$ cat config.mk
export PLATFORM = sky130hd
export DESIGN_NAME = if_prefetch_queue
export DESIGN_NICKNAME = d
export VERILOG_FILES = /design/src/rtl/if_prefetch_queue_pkg.sv /design/src/rtl/if_queue_fifo.sv /design/src/rtl/if_prefetch_queue.sv
export SDC_FILE = /design/constraint.sdc
export NUM_CORES = 1
export LEC_CHECK = 0
export ABC_AREA = 1
export BUFFER_PORTS_ARGS = -buffer_cell sky130_fd_sc_hd__buf_4
export CAP_MARGIN = 20
export CORE_ASPECT_RATIO = 0.75
export CORE_MARGIN = 2
export CORE_UTILIZATION = 59
export DETAILED_ROUTE_END_ITERATION = 6
export GPL_TIMING_DRIVEN = 1
export PLACE_DENSITY = 0.8
export SYNTH_ARGS = -nofsm -noshare
export SYNTH_HDL_FRONTEND = slang
export SYNTH_SLANG_ARGS = --single-unit
$ cat constraint.sdc
create_clock -name clk -period 3.3 [get_ports clk]
set_input_delay 0.495 -clock clk [delete_from_list [all_inputs] [get_ports clk]]
set_output_delay 0.495 -clock clk [all_outputs]
set_load 0.03 [all_outputs]
$ cat src/rtl/if_prefetch_queue_pkg.sv
// Shared types and constants for the instruction-fetch prefetch queue.
package if_prefetch_queue_pkg;

    localparam int XLEN = 32;
    localparam logic [XLEN-1:0] RESET_PC_DEF = 32'h0040_0000;

    typedef enum logic [1:0] {
        IDLE,
        WAIT,
        DROP
    } fetch_state_t;

endpackage

$ cat src/rtl/if_queue_fifo.sv
// In-order circular buffer of {pc, inst} entries with flush and occupancy.
module if_queue_fifo
    import if_prefetch_queue_pkg::*;
#(
    parameter int DEPTH = 4
) (
    input  logic                     clk,
    input  logic                     reset,
    input  logic                     flush,
    input  logic                     push,
    input  logic [XLEN-1:0]          push_pc,
    input  logic [XLEN-1:0]          push_inst,
    input  logic                     pop,
    output logic                     head_valid,
    output logic [XLEN-1:0]          head_pc,
    output logic [XLEN-1:0]          head_inst,
    output logic [$clog2(DEPTH):0]   count
);

    localparam int AW = $clog2(DEPTH);
    localparam int CW = AW + 1;

    logic [XLEN-1:0] pc_q   [DEPTH];
    logic [XLEN-1:0] inst_q [DEPTH];
    logic [AW-1:0]   head;
    logic [AW-1:0]   tail;
    logic            do_pop;

    assign do_pop     = pop && (count != '0);
    assign head_valid = (count != '0);
    assign head_pc    = pc_q[head];
    assign head_inst  = inst_q[head];

    always_ff @(posedge clk or negedge reset) begin
        if (!reset) begin
            head  <= '0;
            tail  <= '0;
            count <= '0;
            for (int i = 0; i < DEPTH; i++) begin
                pc_q[i]   <= '0;
                inst_q[i] <= '0;
            end
        end else if (flush) begin
            head  <= '0;
            tail  <= '0;
            count <= '0;
        end else begin
            if (push) begin
                pc_q[tail]   <= push_pc;
                inst_q[tail] <= push_inst;
                tail         <= tail + 1'b1;
            end
            if (do_pop) begin
                head <= head + 1'b1;
            end
            count <= count + CW'(push) - CW'(do_pop);
        end
    end

endmodule

$ cat src/rtl/if_prefetch_queue.sv
// Fetch front end: one-outstanding sequential imem reads feeding an in-order
// queue toward ID, with redirect flush and stale-response discard.
module if_prefetch_queue
    import if_prefetch_queue_pkg::*;
#(
    parameter int              DEPTH    = 4,
    parameter logic [XLEN-1:0] RESET_PC = RESET_PC_DEF
) (
    input  logic                   clk,
    input  logic                   reset,
    output logic                   imem_req,
    output logic [XLEN-1:0]        imem_addr,
    input  logic                   imem_ack,
    input  logic [XLEN-1:0]        imem_rdata,
    output logic                   id_valid,
    output logic [XLEN-1:0]        id_inst,
    output logic [XLEN-1:0]        id_pc,
    input  logic                   id_ready,
    input  logic                   redirect,
    input  logic [XLEN-1:0]        redirect_pc,
    input  logic                   halt,
    output logic [$clog2(DEPTH):0] occupancy
);

    localparam int             CW   = $clog2(DEPTH) + 1;
    localparam logic [CW-1:0]  FULL = CW'(DEPTH);

    fetch_state_t    state;
    logic [XLEN-1:0] fpc;
    logic [XLEN-1:0] fpc_inc;
    logic            push;
    logic            pop;
    logic [CW-1:0]   occ_next;
    logic            room_next;

    assign fpc_inc   = fpc + 32'd4;
    assign push      = (state == WAIT) && imem_ack && !redirect;
    assign pop       = id_valid && id_ready;
    assign occ_next  = occupancy + CW'(push) - CW'(pop);
    // Back-to-back issue needs a free slot for the next in-flight word.
    assign room_next = (occ_next < FULL);

    if_queue_fifo #(
        .DEPTH (DEPTH)
    ) u_fifo (
        .clk        (clk),
        .reset      (reset),
        .flush      (redirect),
        .push       (push),
        .push_pc    (fpc),
        .push_inst  (imem_rdata),
        .pop        (pop),
        .head_valid (id_valid),
        .head_pc    (id_pc),
        .head_inst  (id_inst),
        .count      (occupancy)
    );

    always_ff @(posedge clk or negedge reset) begin
        if (!reset) begin
            state     <= IDLE;
            fpc       <= RESET_PC;
            imem_req  <= 1'b0;
            imem_addr <= RESET_PC;
        end else begin
            if (redirect) begin
                fpc <= redirect_pc;
            end
            unique case (state)
                IDLE: begin
                    if (!redirect && !halt && (occupancy < FULL)) begin
                        state     <= WAIT;
                        imem_req  <= 1'b1;
                        imem_addr <= fpc;
                    end
                end
                WAIT: begin
                    if (redirect) begin
                        if (imem_ack) begin
                            state    <= IDLE;
                            imem_req <= 1'b0;
                        end else begin
                            state <= DROP;
                        end
                    end else if (imem_ack) begin
                        fpc <= fpc_inc;
                        if (room_next && !halt) begin
                            imem_addr <= fpc_inc;
                        end else begin
                            state    <= IDLE;
                            imem_req <= 1'b0;
                        end
                    end
                end
                // Old address held until the memory answers; word is thrown away.
                DROP: begin
                    if (imem_ack) begin
                        state    <= IDLE;
                        imem_req <= 1'b0;
                    end
                end
                default: begin
                    state    <= IDLE;
                    imem_req <= 1'b0;
                end
            endcase
        end
    end

endmodule

* Word level (Yosys, flattened, before mapping)
Index checks and enable logic that the tools add are counted.
** Word-level totals
- Register bits after elaboration :: 330
- Output and inout port bits :: 101
- Logic and storage cells :: 94
** Operators by class
- $add $sub $neg :: 6
- Order comparisons :: 5
- Equal/unequal tests :: 9
- Mux-type cells :: 37
- Bitwise gates (word level) :: 3
- Reductions and logical operators :: 19
** Operators by type and width (number)
- $mux W32 :: 13
- $bwmux W128 :: 2
- $bmux W32 S2 :: 2
- $demux W32 S2 :: 1
- $pmux W32 S2 :: 1
- $add A32 B3 Y32 const B :: 1
- $mux W2 :: 10
- $logic_and A1 B1 Y1 :: 8
- $ne A2 B2 Y1 const B :: 4
- $ge A3 B3 Y1 const B :: 2
- $lt A3 B3 Y1 const B :: 2
- $ne A3 B3 Y1 const B :: 2
- $not A2 Y3 :: 2
- $pmux W2 S3 :: 1
- $reduce_bool A2 Y1 :: 3
- $sub A3 B1 Y3 :: 2
- $mux W1 :: 5
- $reduce_and A5 Y1 :: 1
- $add A2 B1 Y2 const B :: 2
- $reduce_and A4 Y1 :: 1
- $add A3 B1 Y3 :: 1
- $lt A3 B1 Y1 const B :: 1
- $mux W3 :: 1
- $pmux W1 S3 :: 1
- other kinds (9) :: 10

* Longest topological paths before layout
- Word-level depth :: 11
- Depth in mapped cells :: 19
- Gate-level depth less buffers :: 16

* Hierarchy
Synthesis repeated with hierarchy kept, for this count alone.
** Second synthesis, totals
- Cell total of the unflattened synthesis :: 1906
- Area total of the unflattened synthesis :: 15606.2 µm²
** Modules (own cells, without submodules)
- if_queue_fifo :: times used 1, cells each 1306, area an instance 11344.6 µm²
- if_prefetch_queue :: times used 1, cells each 600, area an instance 4261.6 µm²

* Worst setup path before layout
OpenSTA, ideal clock, no wires.
- Path type :: input to register
- Start :: input redirect
- End :: register imem_addr[7]
- Library setup time :: 117 ps
- Data arrival time :: 2541 ps
- Data required time :: 3183 ps
- Path slack :: 641 ps
- Cell stages on the path :: 18
- Path buffers :: 4
- Path through :: buf_4 > inv_2 > nand3_4 > inv_2 > buf_6 > buf_2 > ha_1 > inv_1 > ha_1 > ha_1 > inv_1 > nand3_1 > nand4_2 > nand2_4 > inv_4 > buf_6 > nand2_1 > nand2_1
** Between the ends
- Cells in the longest elaborated chain, start to end :: 8
** RTL lines
- start, declared :: RTL line if_prefetch_queue.sv:19 : input logic redirect,
- $logic_not A1 Y1 :: RTL line if_prefetch_queue.sv:37, if_prefetch_queue.sv:71
- $logic_and A1 B1 Y1 :: RTL line if_prefetch_queue.sv:37 : assign push = (state == WAIT) && imem_ack && !redirect;
- $add A3 B1 Y3 :: RTL line if_prefetch_queue.sv:39 : assign occ_next = occupancy + CW'(push) - CW'(pop);
- $sub A3 B1 Y3 :: RTL line if_prefetch_queue.sv:39
- $lt A3 B3 Y1 :: RTL line if_prefetch_queue.sv:41 : assign room_next = (occ_next < FULL);
- $logic_and A1 B1 Y1 :: RTL line if_prefetch_queue.sv:87 : if (room_next && !halt) begin
- $ne A2 B1 Y1 (no line)
- $reduce_and A5 Y1 (no line) (*)
- end signal, assigned :: RTL line if_prefetch_queue.sv:74 : imem_addr <= fpc;
- end signal, assigned :: RTL line if_prefetch_queue.sv:88 : imem_addr <= fpc_inc;
- end, declared :: RTL line if_prefetch_queue.sv:12 : output logic [XLEN-1:0] imem_addr,
Mark *: on every way between the ends. The rest lies on a longest branch, timed or not.
A chain may end at the register's enable or synchronous reset.

* Worst setup path in the final report
- Start :: register u_fifo.head[1]
- End :: output id_pc[11]
** Between the ends
- Cells in the longest elaborated chain, start to end :: 4
** RTL lines
- start, declared :: RTL line if_queue_fifo.sv:25 : logic [AW-1:0] head;
- start signal, assigned :: RTL line if_queue_fifo.sv:54 : head <= head + 1'b1;
- $not A2 Y3 (not written as such) :: RTL line if_queue_fifo.sv:31 : assign head_pc = pc_q[head];
- $bmux W32 S2 :: RTL line if_queue_fifo.sv:31
- $mux W32 (not written as such) (2 in series) :: RTL line if_queue_fifo.sv:31
- end, declared :: RTL line if_prefetch_queue.sv:17 : output logic [XLEN-1:0] id_pc,
No other way between the ends. The select of a mux whose other input is x is not followed.

==> summary.txt <==
Detailed routing
  • Via Count: around 14000
  • Post-route ant nets: 0
  • DR pass1 iterations: 6
  • # DRC: 0
  • 1st-iter DRT viols: 1344
  • Wire length per cell: ~17 microns
  • Wire length after detailed routing: roughly 41000 microns
  • Vias per inst: about 5.7

Clock tree
  • Clk root buf: clkbuf_16
  • Cts-stage hold buffer count: 0
  • Worst-Skew Late Latency: ~0.52 ns
  • Clk buf depth: 3
  • CTS tree: built
  • Reg clk slew, reported paths: about 0.06 ns
  • Cts bufs inserted: 34
  • Cts repair resizes: 0
  • Setup Buffers After CTS: 0
  • # H-tree levels: 2
  • CTS Sinks: 330

Worst setup path
  • Worst Path Required: 2.80 ns
  • Crit path DAT: roughly 2.4 ns
  • Register-to-register setup slack: around 0.78 ns
  • Reg-to-Reg Start: state[0]
  • Worst-path fanout max: between 60 and 70
  • Kind of critical path: flip-flop to primary output
  • Worst Setup End Kind: primary output
  • Setup crit start kind: flip-flop
  • Reg-to-reg critical path endpoint: imem_addr[0]
  • FF-to-FF path depth: 14

Logic synthesis
  • Synthesized area: roughly 16000 sq um
  • Synthesized instance count: 1899
  • Synth warn: 0
  • Register bit total from synthesis: 330
  • Synth cell types: 36
  • Register area share after synthesis: 0.519
  • Net count after synthesis: 1979
  • Syn_area_per_cell: approximately 8.4 sq um

Global route
  • Maximum number of pins on one net before global-route repair: about 130
  • Number of global-route vias before repair: 13000
  • Initial antenna violation count: 0
  • Global-route wire length before repair: approximately 67000 microns
  • GRT Total Usage: 0.290
  • GRT overflow: 0

Floorplanning
  • Die Y-Extent: roughly 150 microns
  • Chip Width: 194 microns
  • Die Area: approximately 28000 sq um
  • Initial Util: 0.596
  • Row count: 52
  • Core area: between 20000 and 30000 sq um
  • # IOs: approximately 170

Timing
  • Fin crit share: 0.866
  • Sum of negative setup slack: 0 ns
  • Setup violators final: 0
  • Clock Skews: roughly 0.022 ns
  • Fmax: between 0.3 and 0.4 GHz
  • RSZ-0062 raised after global routing: false
  • Hold WS: -0.00895 ns
  • Worst-Margin Slew: approximately 1.0 ns
  • Crit path time final: 2.86 ns
  • Final Max Slew Viols: 0
  • Worst slew margin: 0.311
  • Fin. Hold Viols: 3

Final layout
  • Ant diodes: 0
  • Synth-to-Final Area Change: 15.8%
  • Share of layout cells above drive strength 1: 0.195
  • Nets: about 2100
  • Final core utilization: 0.690

Outcome
  • Status: complete, but fails checks
  • Failing checks: hold timing

Place
  • Dpl hpwl: 25500 microns
  • Port bufs: between 150 and 200
  • GPL Wtd Cong: roughly 0.98

Power
  • Worst vdd ir: roughly 0.79 mV
  • Total power: about 17 mW
  • Leak: between 9 and 10 nW
  • Pwr dens: 908 nW/um^2

Min path
  • Hold WC Path Type: input pin to async pin

Flow run
  • Max_cap viols: 0
-- Yosys cell counts --
library cell	instances	share of area
dfrtp_1	328	0.52
nand2_1	510	0.12
nand2_2	3	0.0012
nand4_1	1	0.00039
o21ai_1	9	0.0028
buf_2	21	0.0066
a21boi_0	2	0.00094
buf_6	31	0.022
nand2_4	1	0.00071
nand3_1	63	0.020
buf_1	4	0.00094
o21bai_1	2	0.00094
a31oi_1	2	0.00079
ha_1	10	0.0079
or2_2	4	0.0016
o211ai_1	1	0.00047
nor2_1	203	0.048
xor2_1	8	0.0044
inv_4	1	0.00039
inv_2	3	0.00071
nand3_4	1	0.0011
o21ai_0	294	0.092
a21o_1	1	0.00047
clkbuf_1	63	0.015
dfstp_2	2	0.0033
nor3_4	1	0.0010
o22ai_1	74	0.029
inv_1	102	0.024
buf_4	3	0.0014
a211oi_1	1	0.00047
nor3_1	2	0.00063
a22oi_1	1	0.00047
o21ai_2	120	0.066
nand3b_1	1	0.00047
nand4_2	1	0.00079
a21oi_1	25	0.0079
-- cells in the final DEF, fill, tap and decap left out, types with 2 or more instances in the layout --
| cell type | instances |
|---|---|
| xor2_1 | 8 |
| o21bai_1 | 2 |
| dfrtp_1 | 326 |
| o21ai_1 | 9 |
| inv_2 | 4 |
| clkbuf_8 | 6 |
| nor3_1 | 2 |
| inv_6 | 2 |
| nor2_1 | 203 |
| inv_1 | 100 |
| buf_12 | 7 |
| or2_2 | 4 |
| clkbuf_1 | 4 |
| nand2_4 | 3 |
| o21ai_0 | 294 |
| clkbuf_16 | 35 |
| nand3_1 | 63 |
| buf_4 | 188 |
| nand2_8 | 2 |
| nand2_1 | 508 |
| bufinv_16 | 5 |
| o22ai_1 | 74 |
| clkinvlp_4 | 3 |
| a21boi_0 | 2 |
| ha_1 | 10 |
| clkinv_2 | 7 |
| o21ai_2 | 120 |
| a21oi_1 | 25 |
| a31oi_1 | 2 |
| dfstp_2 | 2 |
-- cell families after synthesis --
logic type / synth area share
simple gates: 0.196
compound gates: 0.203
flops: 0.519
buf+inv: 0.0709
fa+ha+maj: 0.00785
xor+xnor: 0.00440
-- power by group --
| group | total [mW] | leakage [nW] | switching, mW | internal [mW] |
|---|---|---|---|---|
| logic | 7.05 | 4.12 | 4.66 | 2.38 |
| registers | 5.63 | 4.37 | 0.591 | 5.04 |
| clock network | 4.08 | 0.583 | 1.60 | 2.48 |
| total | 16.8 | 9.07 | 6.86 | 9.90 |
-- area by class of cell --
cell class,instances,area [sq um]
inverters,106,402
multi-input cells,1341,6580
repair buffers,196,1570
clock inverters,16,220
well taps,351,439
fillers,2164,8290
clock buffers,45,973
flip-flops and latches,330,8270
-- sequential cells by signal (all words and copies together), names as in the netlist --
register	count
u_fifo.inst_q	128
u_fifo.pc_q	128
fpc	32
imem_addr	32
u_fifo.count	3
state	2
u_fifo.head	2
u_fifo.tail	2
imem_req	1
-- per-layer routing --
metal	GRT usage	routed length, microns	vias up
li1	-	-	6486
met2	0.451	18800	500
met5	0	0	-
met4	0.0805	803	0
met1	0.425	18600	6565
met3	0.0469	2790	60
-- worst max-delay path by stage --
stage | start | to | slack (ns) | cells past startpoint
after global placement | imem_ack | imem_addr[0] | 0.77 | 13
after CTS | u_fifo.head[1] | id_pc[11] | 0.45 | 4
final | u_fifo.head[1] | id_pc[11] | 0.44 | 4
after detailed placement | imem_ack | imem_addr[1] | 0.66 | 14
after global routing | u_fifo.head[1] | id_pc[11] | 0.37 | 4
after floorplan | redirect | imem_addr[7] | 0.64 | 18
-- per-stage QoR --
step	cell area, sq um	setup WS (ns)	instances
final	18400	0.442	2385
after global routing	18400	0.369	2385
after CTS	18400	0.452	2385
after detailed placement	17300	0.660	2324
after global placement	17300	0.773	2324
after floorplan	15900	0.641	1899
-- critical path: stages, from the launching register on --
cell and delay, ns:
dfrtp_2 0.38, buf_4 0.57, o21ai_0 0.22, o22ai_1 0.40
buf_4 0.24
No activity file was read; power rests on OpenSTA's default activity.
